`src/rtl/brick_matrix_ctrl.sv`:
```
// Brick map owner: turns a missile collision flag into a single brick clear,
// keeps a live brick count and reports each processed hit with a one-cycle pulse.
module brick_matrix_ctrl #(
    parameter int ROWS           = 10,
    parameter int COLS           = 10,
    parameter int BRICK_WIDTH    = 32,
    parameter int BRICK_HEIGHT   = 32,
    parameter int MISSILE_WIDTH  = 10,
    parameter int MISSILE_HEIGHT = 10,
    parameter logic [ROWS*COLS-1:0] INIT_MAP = '0
) (
    input  logic                         clk,
    input  logic                         reset,
    input  logic                         levelLoad,
    input  logic                         hitValid,
    input  logic [10:0]                  missileTopLeftX,
    input  logic [10:0]                  missileTopLeftY,
    input  logic [10:0]                  matrixTopLeftX,
    input  logic [10:0]                  matrixTopLeftY,
    output logic [0:ROWS-1][COLS-1:0]    brickMatrix,
    output logic [6:0]                   bricksLeft,
    output logic                         allCleared,
    output logic                         hitDone,
    output logic                         hitBrick,
    output logic                         busy,
    output logic [1:0]                   debugState
);

    localparam int ROW_W = (ROWS > 1) ? $clog2(ROWS) : 1;
    localparam int COL_W = (COLS > 1) ? $clog2(COLS) : 1;

    typedef logic [0:ROWS-1][COLS-1:0] matrix_t;
    typedef enum logic [1:0] {IDLE = 2'd0, CALC = 2'd1, CHECK = 2'd2, HOLD = 2'd3} state_t;

    // Flat level map bit r*COLS+c lands on [row r][col c].
    function automatic matrix_t map_from_flat(input logic [ROWS*COLS-1:0] flat);
        matrix_t m;
        m = '0;
        for (int r = 0; r < ROWS; r++) begin
            for (int c = 0; c < COLS; c++) begin
                m[r][c] = flat[r*COLS+c];
            end
        end
        return m;
    endfunction

    function automatic logic [6:0] popcount(input logic [ROWS*COLS-1:0] flat);
        logic [6:0] cnt;
        cnt = '0;
        for (int i = 0; i < ROWS*COLS; i++) begin
            cnt = cnt + 7'(flat[i]);
        end
        return cnt;
    endfunction

    localparam matrix_t    INIT_MATRIX = map_from_flat(INIT_MAP);
    localparam logic [6:0] INIT_COUNT  = popcount(INIT_MAP);

    // Handshake: hitValid is a level from the collision checker. One hit is
    // processed per assertion and acknowledged by a one-cycle hitDone with
    // hitBrick valid alongside it; the flag must drop for at least one cycle
    // before another hit is accepted.
    state_t state, next_state;
    logic   latch_en, calc_en, check_en;

    matrix_t     brick_q;
    logic [6:0]  left_q;
    logic        done_q;
    logic        hit_brick_q;
    logic [10:0] mx_q, my_q, ox_q, oy_q;
    logic [11:0] off_x_q, off_y_q;

    logic             in_range;
    logic [ROW_W-1:0] row_idx;
    logic [COL_W-1:0] col_idx;
    logic             hit_cell;

    always_ff @(posedge clk or posedge reset) begin
        if (reset) begin
            state <= IDLE;
        end else if (levelLoad) begin
            state <= IDLE;
        end else begin
            state <= next_state;
        end
    end

    always_comb begin
        next_state = state;
        latch_en   = 1'b0;
        calc_en    = 1'b0;
        check_en   = 1'b0;
        case (state)
            IDLE: begin
                if (hitValid) begin
                    latch_en   = 1'b1;
                    next_state = CALC;
                end
            end
            CALC: begin
                calc_en    = 1'b1;
                next_state = CHECK;
            end
            CHECK: begin
                check_en   = 1'b1;
                next_state = HOLD;
            end
            HOLD: begin
                if (!hitValid) next_state = IDLE;
            end
            default: next_state = IDLE;
        endcase
    end

    // Offsets are two's complement; a set sign bit means left of / above the map.
    always_comb begin
        in_range = !off_x_q[11] && (off_x_q < 12'(COLS*BRICK_WIDTH)) &&
                   !off_y_q[11] && (off_y_q < 12'(ROWS*BRICK_HEIGHT));
        col_idx  = COL_W'(off_x_q / 12'(BRICK_WIDTH));
        row_idx  = ROW_W'(off_y_q / 12'(BRICK_HEIGHT));
        hit_cell = in_range && brick_q[row_idx][col_idx];
    end

    always_ff @(posedge clk or posedge reset) begin
        if (reset) begin
            brick_q     <= INIT_MATRIX;
            left_q      <= INIT_COUNT;
            done_q      <= 1'b0;
            hit_brick_q <= 1'b0;
            mx_q        <= '0;
            my_q        <= '0;
            ox_q        <= '0;
            oy_q        <= '0;
            off_x_q     <= '0;
            off_y_q     <= '0;
        end else if (levelLoad) begin
            brick_q     <= INIT_MATRIX;
            left_q      <= INIT_COUNT;
            done_q      <= 1'b0;
            hit_brick_q <= 1'b0;
        end else begin
            done_q <= check_en;
            if (latch_en) begin
                mx_q <= missileTopLeftX;
                my_q <= missileTopLeftY;
                ox_q <= matrixTopLeftX;
                oy_q <= matrixTopLeftY;
            end
            if (calc_en) begin
                off_x_q <= 12'({1'b0, mx_q}) + 12'(MISSILE_WIDTH/2) - 12'({1'b0, ox_q});
                off_y_q <= 12'({1'b0, my_q}) + 12'(MISSILE_HEIGHT/2) - 12'({1'b0, oy_q});
            end
            if (check_en) begin
                hit_brick_q <= hit_cell;
                if (hit_cell) begin
                    brick_q[row_idx][col_idx] <= 1'b0;
                    if (left_q != 7'd0) left_q <= left_q - 7'd1;
                end
            end
        end
    end

    assign brickMatrix = brick_q;
    assign bricksLeft  = left_q;
    assign allCleared  = (left_q == 7'd0);
    assign hitDone     = done_q;
    assign hitBrick    = hit_brick_q;
    assign busy        = (state != IDLE);
    assign debugState  = state;

endmodule
```
`config.mk`:
```
export PLATFORM = sky130hd
export DESIGN_NAME = brick_matrix_ctrl
export DESIGN_NICKNAME = d
export VERILOG_FILES = /design/src/rtl/brick_matrix_ctrl.sv
export SDC_FILE = /design/constraint.sdc
export NUM_CORES = 1
export LEC_CHECK = 0
export ABC_CLOCK_PERIOD_IN_PS = 17600
export BUFFER_PORTS_ARGS = -buffer_cell sky130_fd_sc_hd__buf_4
export CELL_PAD_IN_SITES_DETAIL_PLACEMENT = 2
export CELL_PAD_IN_SITES_GLOBAL_PLACEMENT = 2
export CORE_UTILIZATION = 39
export DETAILED_ROUTE_END_ITERATION = 10
export GPL_TIMING_DRIVEN = 0
export PLACE_DENSITY_LB_ADDON = 0.1
export SYNTH_ARGS = -nofsm -noshare
export SYNTH_HDL_FRONTEND = slang
export SYNTH_SLANG_ARGS = --single-unit
export TNS_END_PERCENT = 5
```
`constraint.sdc`:
```
create_clock -name clk -period 17.6 [get_ports clk]
set_input_delay 3.52 -clock clk [delete_from_list [all_inputs] [get_ports clk]]
set_output_delay 3.52 -clock clk [all_outputs]
set_load 0.02 [all_outputs]
```
==> implementation parameters <==
Parameter                              Value

STA
  Setup-violating endpoint count in the final report    0
  Period utilization    around 30%
  Total Negative Setup Slacks    0 ns
  Count of endpoints failing hold in the final timing report    0
  Clock period minus worst slack    ~5.4 ns
  Transition time of the tightest slew-check pin    1.25 ns
  Final number of max-transition violations    0
  Peak clock frequency supported by timing    187 MHz
  Setup repair after global routing missed its margin    false
  Worst rel slew slack    about 16%
  Fin Clk Skew    around 0.013 ns

Run
  Maxcap violations    0

Drt
  First-pass iteration count of the detailed router    4
  Average wire per cell in the routed design    approximately 24 um
  Number of routed nets with antenna violations    0
  Post-route DRC    0
  Overall via count from detail_route    7092
  Iteration-0 DRC Markers    about 300
  Detailed-route wire length    a little over 30 mm
  Routed vias/inst    between 5 and 6

Global route
  Residual overflow from global routing    0
  Overall routing resource usage    approximately 28%
  Vias in the first global route    just under 8000
  Number of antenna violations at the first check in global routing    0
  Largest net degree at the start of global routing    around 130
  First-pass GRT wire length    46.6 mm

Finish
  Antenna diodes    0
  Leading cell type in the layout, fill and taps excluded    dfrtp_1
  Synthesis-to-finish area growth    25.7%
  Layout cell share with drive strength beyond 1    roughly 29%
  Commonest non-fill, non-tap cells in the layout    dfrtp_1, buf_4, a21oi_1, nand2b_1
  Post-Layout Inst Area    between 0.01 and 0.015 mm2
  Post-layout net count    ~1100
  Count of fill cells added during filler insertion    around 2300

Clock network
  Cell at the root of the clock tree    clkbuf_16
  H-tree lvl count    4
  Buffers inserted during post-CTS setup optimization    0
  Total clock sinks    roughly 170
  Number of buffers inserted for hold repair after clock tree synthesis    0
  Skew-Pair Late Insertion Delay    between 0.4 and 0.5 ns
  CTS tree    built
  Total clock buffers created by CTS    17
  PostCTS Resize Cnt    0
  Worst-path clk slew    0.07 ns
  Maximum buffer depth of the clock tree    2

Status
  Status    complete, no violations

Place
  Detailed placement HPWL    roughly 22 mm
  Number of port buffers    159
  Post-DP Area    0.0104 mm2
  Final weighted congestion in routability-driven placement    between 0.8 and 0.9

Critical path
  Setup CP Type    reg -> out
  Worst endpoint required time    ~14 ns
  Type of element launching the critical path    register
  Maximum net fanout on the critical path    6
  Slowest-stage cell, CP    dfrtp_1
  Critical-path cell list    nor4_1 > and3b_1 > clkbuf_1 > buf_4
  Arrival time worst endpoint    1.83 ns
  Nature of the critical path endpoint    output pin
  Longest individual stage delay on the worst path    approximately 0.44 ns

Power
  Peak ir drop on the vdd network    0.0660 mV
  Power density over the cells    ~150 mW/mm2
  Reported leakage power    between 5 and 6 nW

Die
  Height of the die    approximately 150 um
  Die area    roughly 0.023 mm2
  FP Rows    54
  Effective utilization at floorplan    39.9%
  Top-level I/O count    about 160
  Die width    152 um
  Standard cell core area    ~0.022 mm2

Logic synthesis
  Post-Synthesis Net Count    approximately 900
  Sequential cell area fraction in the yosys report    around 48%
  Warnings, synthesis    0
  Post-synthesis register bit count    169
  Leading register cell type out of synthesis    dfrtp_1
  Gate count after technology mapping    796
  Count of cell types in the netlist    52
  Synthesized area    just under 0.009 mm2
  Post-synth EDFFs    0
  Mean instance size in the synthesized netlist    11.0 um2
  Fraction of registers with async set or reset after synthesis    100%

Hold path
  Class of the most critical hold timing path    reg -> reg
==> cells in the mapped netlist (3+ instances only) <==
cell      number  area share (%)
dfrtp_1      169              48
a21oi_1      104             6.0
nand2b_1      99             7.1
inv_1         47             2.0
mux2_2        46             5.9
ha_1          45             6.4
mux2i_1       41             4.7
nor2_1        25             1.1
clkbuf_1      24             1.0
o21ai_0       22             1.3
nand2_1       21            0.90
o22ai_1       14             1.0
nor3_1        12            0.69
a311oi_1      11             1.1
nand3_1        8            0.46
xnor2_1        8            0.80
buf_2          7            0.40
nor4_1         7            0.50
xor2_1         6            0.60
buf_6          5            0.64
mux4_2         5             1.3
nor4b_4        5             1.4
o221ai_1       5            0.50
a21o_1         4            0.34
buf_4          4            0.34
nor3b_4        4            0.86
o21a_1         4            0.34
buf_1          3            0.13
nand3b_1       3            0.26
nand4_1        3            0.21
or2_1          3            0.21
==> per-layer routing <==
| layer | wire (um) | GRT usage, % | vias to the layer above | share of wire (%) |
|---|---|---|---|---|
| met4 | 1020 | 11.6 | 0 | 3.4 |
| met3 | 1290 | 4.91 | 65 | 4.3 |
| met2 | 16300 | 50.7 | 188 | 54 |
| li1 | - | - | 3175 | - |
| met1 | 11700 | 31.1 | 3664 | 39 |
| met5 | 0 | 0 | - | 0 |
==> layout make-up <==
type | instances | area (um2) | share of cell area [%]
plain buffers | 44 | 243 | 2.21
clock inverters | 12 | 141 | 1.29
repair buffers | 164 | 1260 | 11.5
flip-flops and latches | 169 | 4230 | 38.5
multi-input cells | 535 | 4120 | 37.5
inverters | 48 | 188 | 1.71
well taps | 280 | 350 | 3.19
clock buffers | 20 | 457 | 4.16
==> sequential cells by signal, summed over array words and instances, names as in the netlist <==
register and flops:
brickMatrix 100, mx_q 11, my_q 11, ox_q 11, oy_q 11, bricksLeft 7, off_x_q 7, off_y_q 7
debugState 2, hitBrick 1, hitDone 1
==> worst max-delay path, delay by kind of cell, from the launching register on <==
kind | cells | cell delay (ns)
buffers and inverters | 2 | 0.40
DFF | 1 | 0.44
and+or+nand+nor | 2 | 0.57
==> power breakdown <==
part           leakage, nW  internal, mW  switching, mW
registers             2.24         0.459         0.0472
clock network        0.292         0.219          0.172
logic                 2.65         0.312          0.437
total                 5.19         0.990          0.657
==> kinds of logic after synthesis <==
logic type,share of synthesized area [%]
AOI/OAI and AO/OA,12.2
adders and majority gates,6.44
muxes,11.9
xor gates and xnor gates,1.40
buffers and inverters,4.84
DFF,48.4
and+or+nand+nor,14.8
==> through the flow <==
| stage | total power, mW | util, % | std cells | hold WS, ns | worst slack, ns |
|---|---|---|---|---|---|
| final | 1.65 | 50.2 | 1272 | 0.498 | 12.25 |
| after CTS | 1.66 | 50.2 | 1272 | 0.508 | 12.22 |
| after detailed placement | 1.25 | 47.5 | 1240 | 0.477 | 12.07 |
| after floorplan | 1.03 | - | 796 | 0.450 | 9.50 |
| after global placement | 1.20 | 47.0 | 1235 | 0.464 | 7.68 |
| after global routing | 1.75 | 50.2 | 1272 | 0.527 | 12.15 |
==> final timing paths <==
kind / from / to / slack, ns / depth (start not counted)
worst max-delay path: bricksLeft[3] / allCleared / 12.25 / 4
worst min-delay path: off_y_q[11] / off_y_q[11] / 0.50 / 2
worst max register to register: off_y_q[5] / brickMatrix[46] / 14.19 / 12
worst min register to register: off_y_q[11] / off_y_q[11] / 0.50 / 2
max in group asynchronous: reset / brickMatrix[41] / 13.52 / 3
min in group asynchronous: reset / my_q[3] / 3.05 / 2
(Power assumes the default switching activity.)
